<file path="src/rtl/retire_release_scheduler.sv">
`default_nettype none
// ============================================================================
// Module      : retire_release_scheduler
// Description : Collects up to RETIRE_PORTS physical-register release requests
//               per cycle into a circular queue and hands them to the
//               renamer's single retire port one per cycle, in program order.
//               Accept and release both stall while the renamer's post-reset
//               table initialization (init_clear) is running.
// Revision    : 1.0 - initial release
// ============================================================================
module retire_release_scheduler #(
  parameter int RETIRE_PORTS = 2,
  parameter int DEPTH        = 8,
  parameter int ID_W         = 8
) (
  input  logic                                clk,
  input  logic                                rst,
  input  logic                                init_clear,
  input  logic [RETIRE_PORTS-1:0]             retire_valid,
  input  logic [RETIRE_PORTS-1:0][ID_W-1:0]   retire_id,
  input  logic [RETIRE_PORTS-1:0]             retire_suppress,
  output logic                                retire_ready,
  output logic                                release_valid,
  output logic [ID_W-1:0]                     release_id,
  output logic                                release_suppress,
  output logic [$clog2(DEPTH):0]              occupancy,
  output logic                                overflow_err
);

  localparam int PTR_W = $clog2(DEPTH);
  localparam int CNT_W = PTR_W + 1;

  // Entry storage: several write ports, one asynchronous read at rd_ptr.
  logic [ID_W-1:0]  mem_id_q  [DEPTH];
  logic             mem_sup_q [DEPTH];

  logic [PTR_W-1:0] wr_ptr_q, wr_ptr_d;
  logic [PTR_W-1:0] rd_ptr_q, rd_ptr_d;
  logic [CNT_W-1:0] occupancy_q, occupancy_d;
  logic             overflow_q, overflow_d;

  logic [CNT_W-1:0]              w_free_cnt;
  logic [CNT_W-1:0]              w_accept_cnt;
  logic [RETIRE_PORTS-1:0]       w_wr_en;
  logic [PTR_W-1:0]              w_wr_addr [RETIRE_PORTS];

  // Outputs come from registered state plus init_clear only; rst masks the
  // release so nothing leaves the queue in the cycle it is being discarded.
  always_comb begin
    w_free_cnt       = CNT_W'(DEPTH) - occupancy_q;
    retire_ready     = ~init_clear & (w_free_cnt >= CNT_W'(RETIRE_PORTS));
    release_valid    = ~rst & ~init_clear & (occupancy_q != '0);
    release_id       = mem_id_q[rd_ptr_q];
    release_suppress = mem_sup_q[rd_ptr_q];
    occupancy        = occupancy_q;
    overflow_err     = overflow_q;
  end

  // Compact valid ports into consecutive slots and compute next pointer state.
  always_comb begin
    w_accept_cnt = '0;
    w_wr_en      = '0;
    for (int p = 0; p < RETIRE_PORTS; p++) begin
      w_wr_addr[p] = wr_ptr_q;
    end
    if (retire_ready) begin
      for (int p = 0; p < RETIRE_PORTS; p++) begin
        if (retire_valid[p]) begin
          w_wr_en[p]   = 1'b1;
          w_wr_addr[p] = wr_ptr_q + PTR_W'(w_accept_cnt);
          w_accept_cnt = w_accept_cnt + CNT_W'(1);
        end
      end
    end
    wr_ptr_d    = wr_ptr_q + PTR_W'(w_accept_cnt);
    rd_ptr_d    = rd_ptr_q + PTR_W'(release_valid);
    occupancy_d = occupancy_q + w_accept_cnt - CNT_W'(release_valid);
    overflow_d  = overflow_q | ((|retire_valid) & ~retire_ready);
  end

  // Pointer, occupancy and sticky error registers.
  always_ff @(posedge clk) begin
    if (rst) begin
      wr_ptr_q    <= '0;
      rd_ptr_q    <= '0;
      occupancy_q <= '0;
      overflow_q  <= 1'b0;
    end else begin
      wr_ptr_q    <= wr_ptr_d;
      rd_ptr_q    <= rd_ptr_d;
      occupancy_q <= occupancy_d;
      overflow_q  <= overflow_d;
    end
  end

  // Entry writes; contents are deliberately not reset.
  always_ff @(posedge clk) begin
    for (int p = 0; p < RETIRE_PORTS; p++) begin
      if (w_wr_en[p]) begin
        mem_id_q[w_wr_addr[p]]  <= retire_id[p];
        mem_sup_q[w_wr_addr[p]] <= retire_suppress[p];
      end
    end
  end

endmodule
`default_nettype wire

</file>
<file path="config.mk">
export PLATFORM = sky130hd
export DESIGN_NAME = retire_release_scheduler
export DESIGN_NICKNAME = d
export VERILOG_FILES = /design/src/rtl/retire_release_scheduler.sv
export SDC_FILE = /design/constraint.sdc
export NUM_CORES = 1
export LEC_CHECK = 0
export CORE_MARGIN = 1.5
export CORE_UTILIZATION = 52
export CTS_BUF_LIST = sky130_fd_sc_hd__clkbuf_4
export DETAILED_ROUTE_END_ITERATION = 8
export HOLD_SLACK_MARGIN = 0.15
export PLACE_DENSITY = 0.73
export SLEW_MARGIN = 5
export SYNTH_ARGS = -nofsm -noshare
export SYNTH_HDL_FRONTEND = slang
export SYNTH_SLANG_ARGS = --single-unit
</file>
<file path="constraint.sdc">
create_clock -name clk -period 6.2 [get_ports clk]
set_input_delay 1.55 -clock clk [delete_from_list [all_inputs] [get_ports clk]]
set_output_delay 1.55 -clock clk [all_outputs]
set_load 0.03 [all_outputs]
</file>
* Yosys cells after proc, flatten, opt, wreduce, memory -nomap -nowiden
Memory sizes are Yosys's and may differ from the RTL's. A register that Yosys moved wholly into a read port is not among the register bits.
Cells that the tools add are included.
** Word-level totals
- Logic and storage cells :: 39
- Bits in registers :: 11
- Memory bits (read-only) :: 0
- Memories kept :: 2
- Output and inout bits :: 16
- RAM bits :: 72
- Bits of input ports :: 23
- Bits in latches :: 0
** Operators by class
- Bitwise operators :: 8
- Reduce and logical (&&, ||, !) cells :: 2
- Shifts and indexed selects :: 0
- Add/subtract/negate cells :: 7
- Mux-type cells :: 15
- Multipliers :: 0
- Divide/modulo/power cells :: 0
- Order comparisons :: 1
- Eq/ne operators :: 0
** Memory list
- mem_id_q :: words 8, bits a word 8, read ports 1, clocked after Yosys merged registers in 1, write ports 2, RTL line 34 : logic [ID_W-1:0] mem_id_q [DEPTH];
- mem_sup_q :: words 8, bits a word 1, read ports 1, clocked after Yosys merged registers in 1, write ports 2, RTL line 35 : logic mem_sup_q [DEPTH];
** Operators by type and width (number)
- two-way mux 3 bit :: 4
- two-way mux 4 bit :: 3
- two-way mux 1 bit :: 7
- adder 3 bit :: 2
- adder 4 x 1 -> 4 bit, second input constant :: 1
- adder 4 bit :: 1
- AND 1 bit :: 4
- greater-or-equal comparator 4 x 2 -> 1 bit, second input constant :: 1
- nonzero test 4 bit :: 1
- subtractor 4 x 1 -> 4 bit :: 1
- subtractor 4 bit, first input constant :: 1
- adder 3 x 1 -> 3 bit :: 1
- inverter 1 bit :: 3
- two-way mux 2 bit :: 1
- OR reduction 2 bit :: 1
- OR 1 bit :: 1

* Longest topological paths before layout
- Word-level depth :: 9
- Mapped depth :: 14
- Mapped depth without buffers :: 13

* Worst setup path after synthesis
Ideal clock, no wire load.
- Kind :: input port to output port
- Start point :: in rst
- End point :: out release_valid
- Stages :: 2
- Path slack :: 2.037 ns
- Data arrival time :: 2.613 ns
- Path buffers :: 1
- Data required time :: 4.650 ns
- Cell sequence :: clkbuf_1 a211oi_1
** Between the ends
- Longest elaborated chain between the ends :: 3
** RTL lines
- start, declared :: RTL line 17 : input logic rst,
- inverter 1 bit :: RTL line 52 : release_valid = ~rst & ~init_clear & (occupancy_q != '0);
- AND 1 bit (2 in a row) :: RTL line 52
- end, declared :: RTL line 23 : output logic release_valid,
Every way passes these cells.

* Worst setup path after layout
Ends and elaborated chain as after synthesis.

==> results.yml <==
outcome:
  status: "complete, no violations"
critical_path:
  crit_buf_inv: 2
  worstPathMaxFanout: 13
  cp-start-kind: "input pin"
  crit_slowest_cell: "clkdlybuf4s50_1"
  path_delay_family: "buffers and inverters"
  rrSetupSlack_ps: 2860
  worstPathRequired_ps: 4650
  worstPathArrival_ps: 3470
  critPathMostFrequentCell: "clkdlybuf4s50_1"
  critPathMaxStageDelay_ps: 760
  endpoint_kind: "output port"
  critPathKind: "in2out"
  crit_chain: "clkdlybuf4s50_1, a211oi_1, clkdlybuf4s50_1"
clock_network:
  worstSkewPairLatency_ps: 420
  post_cts_resized: 0
  numCtsBuffers: 9
  cts_max_path_buffers: 2
  cts.sink_count: 83
  cts_root_buf: "clkbuf_4"
  cts_hold_buf: 0
  cts.htree.levels: 3
  cts_setup_buffers: 0
  clk_pin_slew_ps: 120
  cts_tree: "done"
floorplanning:
  initial_core_util_pct: 54.4
  design.core.area_um2: 8340
  ios: 39
  dieArea_um2: 9300
  num_rows: 33
  die_h_um: 96.4
  die_x_um: 96.4
grt:
  grt.total_usage_pct: 22.5
  grt_pass1_wl_mm: 14.7
  grt_remaining_overflow: 0
  antenna_found_initial: 0
  grt_max_degree: 20
  grt_pass1_vias: 2607
synth:
  yosysMostFrequentCell: "mux2_2"
  synthMuxAreaShare_pct: 29.0
  async_flop_share_pct: 0
  synth_area_leader_cell: "edfxtp_1"
  ys_seq_elements: 83
  synth_cell_types: 37
  synthAdderAreaFrac_pct: 5.02
  syn_area_um2: 4540
  synth_top_family_by_area: "multiplexers"
  ys.flop_type: "edfxtp_1"
  synth-simple-area-share_pct: 7.16
  yosysWarnings: 0
  synth_xor_area_share_pct: 0.964
  synth-compound-area-share_pct: 2.56
  synth_area_per_cell_um2: 15.8
  yosys-top-cells-count: "mux2_2 (81), edfxtp_1 (72), mux4_2 (18), ha_1 (15)"
  synthCells: 287
  yosysTopAreaCellShare_pct: 47.6
  ys_seq_area_share_pct: 52.5
  synth.net_count: 327
  synthTopCellsByArea: "edfxtp_1 (48%), mux2_2 (20%), mux4_2 (8.9%)"
  synth_edf_count: 72
power_and_ir_drop:
  p_leak_nw: 1.79
  pwr_density_cell_nw_per_um2: 320
  peakVddDrop_v: 0.000211
timing:
  finalCritPeriodShare_pct: 81.0
  holdWs_ps: 509
  fmax_mhz: 199
  hold_viol: 0
  tns_ps: 0
  relSlewSlack_pct: 18.8
  tightest_slew_ps: 1220
  drv_slew: 0
  setup-violations-final: 0
  rsz0062_at_grt: "no"
  worst_clock_skew_ps: 9.55
  period_needed_ps: 5020
drt:
  routed_via_density: 5.87
  drtPass1Iterations: 4
  ant_nets: 0
  avgRoutedWirePerCell_um: 21.3
  drc: 0
  drt-total-wl_mm: 9.33
  num_vias: 2569
  first_iter_violations: 113
final_layout:
  final_area_um2: 5150
  final_util_pct: 61.7
  nFillCells: 650
  drive_above_1_share_pct: 39.6
  areaGrowthSynthToFinish_pct: 13.4
  layout.nets: 368
  diodes: 0
  instances_no_fill: 438
place:
  dp_cells: 422
  placed_area_um2: 5010
  io_buffers: 38
  gp_congestion: 0.781
  dp_hpwl_mm: 5.93
min_path:
  hp-class: "reg2reg"
job:
  maxCapViolCount: 0
-- cell type report --
| type | count | area, um2 | share of cell area (%) |
|---|---|---|---|
| clock buffer | 11 | 82.6 | 1.60 |
| sequential | 83 | 2380 | 46.3 |
| inverter | 11 | 41.3 | 0.802 |
| timing repair buffer | 44 | 425 | 8.26 |
| multi-input combinational | 179 | 2030 | 39.5 |
| tap | 105 | 131 | 2.55 |
| clock inverter | 5 | 53.8 | 1.05 |
-- final timing paths --
check                                   from       endpoint  depth (start not counted)
worst max-delay path                     rst  release_valid                          3
worst min-delay path            overflow_err   overflow_err                          2
worst max register to register  occupancy[0]   occupancy[3]                         13
worst min register to register  overflow_err   overflow_err                          2
-- cell families (layout without fill, tap and decap cells) --
kind of cell	after synthesis	in the layout
simple gates	44	44
xor+xnor	5	5
fa+ha+maj	17	17
mux	99	99
flops	83	83
buf+inv	25	71
compound gates	14	14
-- stage by stage --
stage,setup WS [ps],power [mW]
final,1180,1.65
after global placement,1220,1.34
after detailed placement,1140,1.35
after floorplan,2040,1.16
after global routing,1040,1.74
after CTS,1130,1.66
-- worst min-delay path, cell delays in order (launching register included) --
cell	delay (ps)
dfxtp_1	350
nand2b_1	70
o31ai_1	60
-- where the power goes --
| part | switching, mW | internal [mW] | total, mW |
|---|---|---|---|
| Combinational | 0.316 | 0.293 | 0.609 |
| Clock | 0.184 | 0.131 | 0.315 |
| Sequential | 0.0403 | 0.683 | 0.723 |
-- state kept, by name, summed over array words and instances, names as in the netlist --
| register | count |
|---|---|
| wr_ptr_q | 3 |
| occupancy | 4 |
| mem_id_q | 64 |
| mem_sup_q | 8 |
| overflow_err | 1 |
| rd_ptr_q | 3 |
-- cell usage in the layout, fill, tap and decap left out, drive strengths merged, types with 2 or more instances in the layout --
cell / instances
mux2: 81
edfxtp: 72
clkdlybuf4s50: 38
mux4: 18
ha: 15
nor2: 12
inv: 11
clkbuf: 11
dfxtp: 11
nor2b: 7
buf: 6
nand2b: 5
nand4b: 5
nand2: 4
a21o: 4
clkinv: 4
nor3b: 3
o21ai: 3
xnor2: 3
xor2: 2
and2: 2
o31ai: 2
fa: 2
-- per-layer routing --
layer / vias to the layer above / global-route usage, % / share of wire, %
li1: 1197 / - / -
met1: 1276 / 32.4 / 45
met2: 82 / 34.0 / 47
met3: 14 / 5.24 / 6.2
met4: 0 / 7.13 / 1.6
met5: - / 0 / 0
Note: power is estimated with default switching activity, not from simulation.
